File: src/rtl/reg_file_hs.sv
// rtl/reg_file_hs.sv - multi-port register file, per-port four-phase req/ack handshake
// Optional macro REG_FILE_BYPASS_EN forwards same-edge write data to committing reads.
module reg_file_hs #(
    parameter int DATA_W  = 32,
    parameter int ADDR_W  = 4,
    parameter int NUM_RD  = 4,
    parameter int NUM_WR  = 3,
    parameter int ACK_LAT = 2
) (
    input  logic                     clk,
    input  logic                     rst_n,
    input  logic [NUM_RD-1:0]        rd_req,
    input  logic [NUM_RD*ADDR_W-1:0] rd_addr,
    output logic [NUM_RD*DATA_W-1:0] rd_data,
    output logic [NUM_RD-1:0]        rd_ack,
    input  logic [NUM_WR-1:0]        wr_req,
    input  logic [NUM_WR*ADDR_W-1:0] wr_addr,
    input  logic [NUM_WR*DATA_W-1:0] wr_data,
    output logic [NUM_WR-1:0]        wr_ack,
    input  logic                     pc_wr,
    input  logic [DATA_W-1:0]        pc_wdata,
    output logic [DATA_W-1:0]        pc,
    input  logic                     cpsr_wr,
    input  logic [DATA_W-1:0]        cpsr_wdata,
    output logic [DATA_W-1:0]        cpsr
);

    localparam int DEPTH = 2**ADDR_W;
    localparam int CNT_W = 4;
    localparam logic [CNT_W-1:0] CNT_LOAD = CNT_W'(ACK_LAT - 1);

    typedef enum logic [1:0] {
        S_IDLE = 2'd0,
        S_WAIT = 2'd1,
        S_ACK  = 2'd2
    } state_e;

    logic [DATA_W-1:0] regs_q [DEPTH];
    logic [DATA_W-1:0] regs_d [DEPTH];
    logic [DATA_W-1:0] cpsr_q;
    logic [NUM_WR-1:0] wr_commit;
    logic [NUM_RD-1:0] rd_commit;

    genvar g;

    for (g = 0; g < NUM_WR; g++) begin : g_wr
        state_e           st_q, st_d;
        logic [CNT_W-1:0] cnt_q, cnt_d;
        logic             commit;

        always_comb begin
            st_d   = st_q;
            cnt_d  = cnt_q;
            commit = 1'b0;
            case (st_q)
                S_IDLE: begin
                    if (wr_req[g]) begin
                        st_d  = S_WAIT;
                        cnt_d = CNT_LOAD;
                    end
                end
                S_WAIT: begin
                    if (!wr_req[g]) begin
                        st_d = S_IDLE;
                    end else if (cnt_q != '0) begin
                        cnt_d = cnt_q - 1'b1;
                    end else begin
                        commit = 1'b1;
                        st_d   = S_ACK;
                    end
                end
                S_ACK: begin
                    if (!wr_req[g]) st_d = S_IDLE;
                end
                default: st_d = S_IDLE;
            endcase
        end

        always_ff @(posedge clk or negedge rst_n) begin
            if (!rst_n) begin
                st_q  <= S_IDLE;
                cnt_q <= '0;
            end else begin
                st_q  <= st_d;
                cnt_q <= cnt_d;
            end
        end

        assign wr_commit[g] = commit;
        assign wr_ack[g]    = (st_q == S_ACK);
    end

    // Lowest port index is applied last so it wins; any port write overrides pc_wr.
    always_comb begin
        regs_d = regs_q;
        if (pc_wr) regs_d[DEPTH-1] = pc_wdata;
        for (int w = NUM_WR - 1; w >= 0; w--) begin
            if (wr_commit[w]) begin
                regs_d[wr_addr[w*ADDR_W +: ADDR_W]] = wr_data[w*DATA_W +: DATA_W];
            end
        end
    end

    always_ff @(posedge clk or negedge rst_n) begin
        if (!rst_n) begin
            for (int i = 0; i < DEPTH; i++) regs_q[i] <= '0;
        end else begin
            for (int i = 0; i < DEPTH; i++) regs_q[i] <= regs_d[i];
        end
    end

    for (g = 0; g < NUM_RD; g++) begin : g_rd
        state_e            st_q, st_d;
        logic [CNT_W-1:0]  cnt_q, cnt_d;
        logic              commit;
        logic [DATA_W-1:0] rd_src;
        logic [DATA_W-1:0] rd_q;

        always_comb begin
            st_d   = st_q;
            cnt_d  = cnt_q;
            commit = 1'b0;
            case (st_q)
                S_IDLE: begin
                    if (rd_req[g]) begin
                        st_d  = S_WAIT;
                        cnt_d = CNT_LOAD;
                    end
                end
                S_WAIT: begin
                    if (!rd_req[g]) begin
                        st_d = S_IDLE;
                    end else if (cnt_q != '0) begin
                        cnt_d = cnt_q - 1'b1;
                    end else begin
                        commit = 1'b1;
                        st_d   = S_ACK;
                    end
                end
                S_ACK: begin
                    if (!rd_req[g]) st_d = S_IDLE;
                end
                default: st_d = S_IDLE;
            endcase
        end

`ifdef REG_FILE_BYPASS_EN
        assign rd_src = regs_d[rd_addr[g*ADDR_W +: ADDR_W]];
`else
        assign rd_src = regs_q[rd_addr[g*ADDR_W +: ADDR_W]];
`endif

        always_ff @(posedge clk or negedge rst_n) begin
            if (!rst_n) begin
                st_q  <= S_IDLE;
                cnt_q <= '0;
                rd_q  <= '0;
            end else begin
                st_q  <= st_d;
                cnt_q <= cnt_d;
                if (commit) rd_q <= rd_src;
            end
        end

        assign rd_commit[g]                = commit;
        assign rd_ack[g]                   = (st_q == S_ACK);
        assign rd_data[g*DATA_W +: DATA_W] = rd_q;
    end

    always_ff @(posedge clk or negedge rst_n) begin
        if (!rst_n) begin
            cpsr_q <= '0;
        end else if (cpsr_wr) begin
            cpsr_q <= cpsr_wdata;
        end
    end

    assign pc   = regs_q[DEPTH-1];
    assign cpsr = cpsr_q;

endmodule

File: config.mk
export PLATFORM = sky130hd
export DESIGN_NAME = reg_file_hs
export DESIGN_NICKNAME = d
export VERILOG_FILES = /design/src/rtl/reg_file_hs.sv
export SDC_FILE = /design/constraint.sdc
export NUM_CORES = 2
export LEC_CHECK = 0
export CAP_MARGIN = 20
export CORE_ASPECT_RATIO = 1.4
export CORE_UTILIZATION = 55
export CTS_CLUSTER_DIAMETER = 50
export DETAILED_ROUTE_END_ITERATION = 7
export PLACE_DENSITY = 0.86
export SYNTH_ARGS = -nofsm -noshare
export SYNTH_HDL_FRONTEND = slang
export SYNTH_SLANG_ARGS = --single-unit
File: constraint.sdc
create_clock -name clk -period 2.2 [get_ports clk]
set_input_delay 0.22 -clock clk [delete_from_list [all_inputs] [get_ports clk]]
set_output_delay 0.22 -clock clk [all_outputs]
set_load 0.01 [all_outputs]
==> results.cfg, run 1 <==
[yosys]
synth_fp_nets = 5256
ys_warn_count = 0
synth_area_per_cell_um2 = 10.40
synth_edf_count = 0
synth_cells = 5045
synthesis.area_um2 = 52460
synthArstFlopShare_pct = 100.0
ys_ff_latch = 714
synth_cell_types = 65
synthFlopType = dfrtp_1
ys_seq_area_share_pct = 34.06

[clock_tree]
cts-htree-levels = 3
clock-sinks = 714
cts_buffers = 85
clockRootBuffer = clkbuf_16
clockBufferDepth = 3

[floorplan]
io_pins = 398
start_util_pct = 55.70
die_h_um = 367.4
die_x_um = 263.0
rows = 133

[run_status]
haltStage = global routing
status = stopped before the end
stop_error = [ERROR GRT-0232] Routing congestion too high. Check the congestion heatmap in the GUI.

[global_route]
grt_overflow = 1
track_usage_pct = 64.13
grt_max_degree = 110

[place]
dp_cells = 6439
io_buffers = 397
dp_hpwl_um = 166900
dp_slack_ns = -0.3565
place_congestion = 1.104
[cells by family after synthesis]
| kind of cell | synth area share (%) |
|---|---|
| DFF | 34.06 |
| adders and majority gates | 0.2862 |
| buffers and inverters | 5.979 |
| muxes | 27.15 |
| AOI/OAI and AO/OA | 20.89 |
| and+or+nand+nor | 11.63 |
[per-stage QoR]
step                      setup TNS [ns]  cell area [um2]  util (%)
after global placement            -45.09            60880     64.64
after floorplan                        0            52460         -
after detailed placement          -82.16            60880     64.64
after CTS                         -11.58            65080     69.09
[timing repair]
action / in CTS
hold buffers: 1
cloned: 21
buffers inserted: 26
pin swaps: 51
setup endpoints to repair: 529
resized for setup: 239
hold endpoints to repair: 384
[synth_stat cells, drive strengths merged (3+ instances only)]
cell | count | share of area, %
or3 | 6 | 0.072
a211oi | 32 | 0.46
or3b | 4 | 0.072
nand2b | 22 | 0.26
and4b | 3 | 0.057
clkbuf | 390 | 2.8
o31ai | 162 | 2.3
nand4bb | 3 | 0.064
nor2 | 205 | 1.5
o211ai | 32 | 0.46
nor4b | 6 | 0.16
nor3b | 5 | 0.072
and2 | 104 | 1.2
nand4b | 33 | 0.55
a31oi | 67 | 0.80
a22oi | 66 | 0.94
nand2 | 650 | 4.7
or4 | 12 | 0.24
nor4 | 26 | 0.87
and3b | 3 | 0.050
nand3 | 95 | 0.91
nor4bb | 3 | 0.057
and4bb | 3 | 0.072
a21oi | 5 | 0.048
mux2i | 126 | 2.4
a221o | 16 | 0.31
o21ai | 656 | 6.3
nand3b | 6 | 0.093
inv | 50 | 0.36
ha | 12 | 0.29
mux4 | 512 | 22
o32ai | 3 | 0.050
o221ai | 62 | 1.0
a22o | 26 | 0.43
mux2 | 129 | 2.8
nor3 | 12 | 0.16
o22ai | 7 | 0.083
or2 | 4 | 0.048
nand4 | 10 | 0.12
buf | 274 | 2.8
nor2b | 24 | 0.29
dfrtp | 714 | 34
a21o | 6 | 0.086
a221oi | 448 | 7.5
[routing by layer]
layer | global-route usage [%] | overflow
met5 | 33.68 | 0
met4 | 63.18 | 1
met3 | 54.69 | 0
met1 | 61.23 | 0
met2 | 78.06 | 0
==> run 2: changes to the inputs <==
CORE_ASPECT_RATIO = default   (was 1.4)
CORE_UTILIZATION = 40   (was 55)
CTS_CLUSTER_DIAMETER = default   (was 50)
PLACE_DENSITY = default   (was 0.86)
PLACE_DENSITY_LB_ADDON = 0.15   (was default)
clock period = 2.9 ns   (was 2.2 ns; I/O delays follow)
==> results.cfg, run 2 <==
[clock_tree]
clock-sinks = 714
cts_resized = 0
cts_buffers = 95
clockRootBuffer = clkbuf_16
clock_latency_ns = 0.78
cts-htree-levels = 3
tritoncts = yes
clockBufferDepth = 3
clkSlewWorstSetupHoldPaths_ns = 0.06

[min_path]
hp-class = primary input to asynchronous set/reset pin

[sta]
fmax_mhz = 357.3
maxSlewHeadroom_pct = 25.98
layout_setup_ws_ns = 0.1015
tns_ns = 0
report.final.slew_viol_count = 0
fin_crit_sh_pct = 96.50
rsz0062_at_grt = no
worst_slew_pin_slew_ns = 1.107
setup_violations = 0
post-route-min-period_ns = 2.799
hold_viol_final = 0
finClkSkew_ns = 0.05716

[floorplan]
die_x_um = 364.2
rows = 132
start_util_pct = 40.41
core-area_um2 = 129800
io_pins = 398
die_h_um = 364.2
die_area_um2 = 132600

[layout]
drive_above_1_share_pct = 22.38
final_common_cell = dfrtp_1
largest_reg_flops = 480
top_register = regs_q
stdcell_area_um2 = 62590
nets = 5345
final_cell_mix = dfrtp_1 (714), nand2_1 (648), mux4_2 (512)
reg_top3 = regs_q (480), g_rd.rd_q (128)
area_growth_pct = 19.31

[place]
place_area_um2 = 59230
io_buffers = 397
dp_hpwl_um = 168600
dp_slack_ns = 0.1862
place_congestion = 0.9605

[run_status]
status = complete, but fails checks
violations = DRC

[critical_path]
critPathKind = register to register
start_kind = register
cp_slowest_cell = or4_4
cp_slowest_stage_delay_ns = 0.82
critPathArrivalTime_ns = 3.40
crit_chain = inv_1 > ha_1 > or3b_4 > buf_4 > or4_4 > o21ai_0 > o21ai_0
worst_ep_required_time_ns = 3.50
end_kind = register
critPathMostFrequentCell = o21ai_0
cp_max_fo = 32

[drt]
first_pass_iters = 8
drc_errors = 4
wl_um = 273600
ant_nets = 0
wl_per_cell_um = 39.31
drt_iter0_markers = 9185
vias = 52615
via_per_inst = 7.561

[yosys]
synth.area.top_cells = dfrtp_1 (34%), mux4_2 (22%), a221oi_1 (7.5%)
synth_cell_types = 65
synth_common_cells = dfrtp_1 (714), nand2_1 (650), mux4_2 (512)
synth_top_cell_by_area = dfrtp_1
synth_edf_count = 0
synth_cells = 5045
ys_seq_area_share_pct = 34.06
synth_fp_nets = 5256
synthArstFlopShare_pct = 100.0
synth.most_common_cell = dfrtp_1
synth_area_per_cell_um2 = 10.40
synthesis.area_um2 = 52460
ys_ff_latch = 714
synthFlopType = dfrtp_1
yosysTopAreaCellShare_pct = 34.06
ys_warn_count = 0

[power_and_ir_drop]
leakage_nw = 23.89
power_density_nw_per_um2 = 838.8
vdd_drop_max_uv = 506.7

[job]
max_cap_violations = 0

[global_route]
grt_antenna_before_repair = 15
track_usage_pct = 40.54
grt_pass1_vias = 50803
grt_overflow = 0
grt_max_degree = 80
grt_pass1_wl_um = 383800
==> run 2: metrics by stage <==
| step | utilization, % | power (mW) | hold WS [ns] | instances |
|---|---|---|---|---|
| finish | 48.22 | 52.50 | 0.09930 | 6959 |
| global route | 48.21 | 54.33 | 0.1075 | 6956 |
| CTS | 48.20 | 51.73 | 0.08123 | 6953 |
| detailed placement | 45.62 | 38.80 | 0.2864 | 6778 |
| global placement | 45.62 | 38.39 | 0.2873 | 6778 |
| floorplan | - | 30.57 | -0.005591 | 5045 |
==> run 2: per-layer routing <==
| layer | share of wire (%) | GRT usage, % | vias to the layer above |
|---|---|---|---|
| li1 | - | - | 20050 |
| met1 | 36 | 52.40 | 26138 |
| met2 | 40 | 55.31 | 5326 |
| met3 | 17 | 19.63 | 1087 |
| met4 | 6.3 | 21.68 | 14 |
| met5 | 0.053 | 0.2905 | - |
==> run 2: final timing paths <==
| path | start | end | slack [ns] | cells past startpoint |
|---|---|---|---|---|
| setup / recovery | g_wr[0].cnt_q[0] | regs_q[96] | 0.10 | 7 |
| hold / removal | rst_n | g_wr[1].cnt_q[3] | 0.1 | 2 |
| setup reg to reg | g_wr[0].cnt_q[0] | regs_q[96] | 0.10 | 7 |
| hold reg to reg | g_rd[1].rd_q[15] | g_rd[1].rd_q[15] | 0.50 | 2 |
| max in group asynchronous | rst_n | regs_q[400] | 1.65 | 4 |
| min in group clk | rd_addr[14] | g_rd[3].rd_q[8] | 0.15 | 4 |
==> run 2: cells by family (layout without fill, tap and decap cells) <==
family | count (synthesis) | after routing | synth area share, %
AOI/OAI and AO/OA | 1596 | 1596 | 20.89
adders and majority gates | 12 | 12 | 0.2862
buffers and inverters | 714 | 880 | 5.979
DFF | 714 | 714 | 34.06
muxes | 767 | 767 | 27.15
other | 0 | 6 | 0
and+or+nand+nor | 1242 | 1242 | 11.63
==> run 2: worst max-delay path, delay by kind of cell (launching register included) <==
kind,cells,cell delay [ns]
AO/OA/AOI/OAI,2,0.29
buffers and inverters,2,0.34
AND/OR/NAND/NOR,2,1.36
flip-flops,1,0.40
adder cells (fa/ha/maj),1,0.21
==> run 2: repair_timing <==
action / CTS / global route
endpoints found under the setup margin: 0 / 0
hold endpoints to repair: 241 / 0
hold buffers: 1 / 0
buffers inserted: 0 / 0
==> run 2: where the power goes <==
| group | internal [mW] | switching (mW) |
|---|---|---|
| clock network | 7.64 | 5.27 |
| registers | 14.0 | 5.57 |
| logic | 11.3 | 8.70 |
| total | 33.0 | 19.5 |
==> run 2: cell type report <==
cell class	instances	area (um2)
sequential	714	17870
clock buffer	138	2779
fill	11796	67220
tap	1742	2180
inverter	50	187.7
antenna	6	15.01
clock inverter	36	559.3
multi-input combinational	3617	31760
timing repair buffer	656	7242
(Power assumes the default switching activity.)
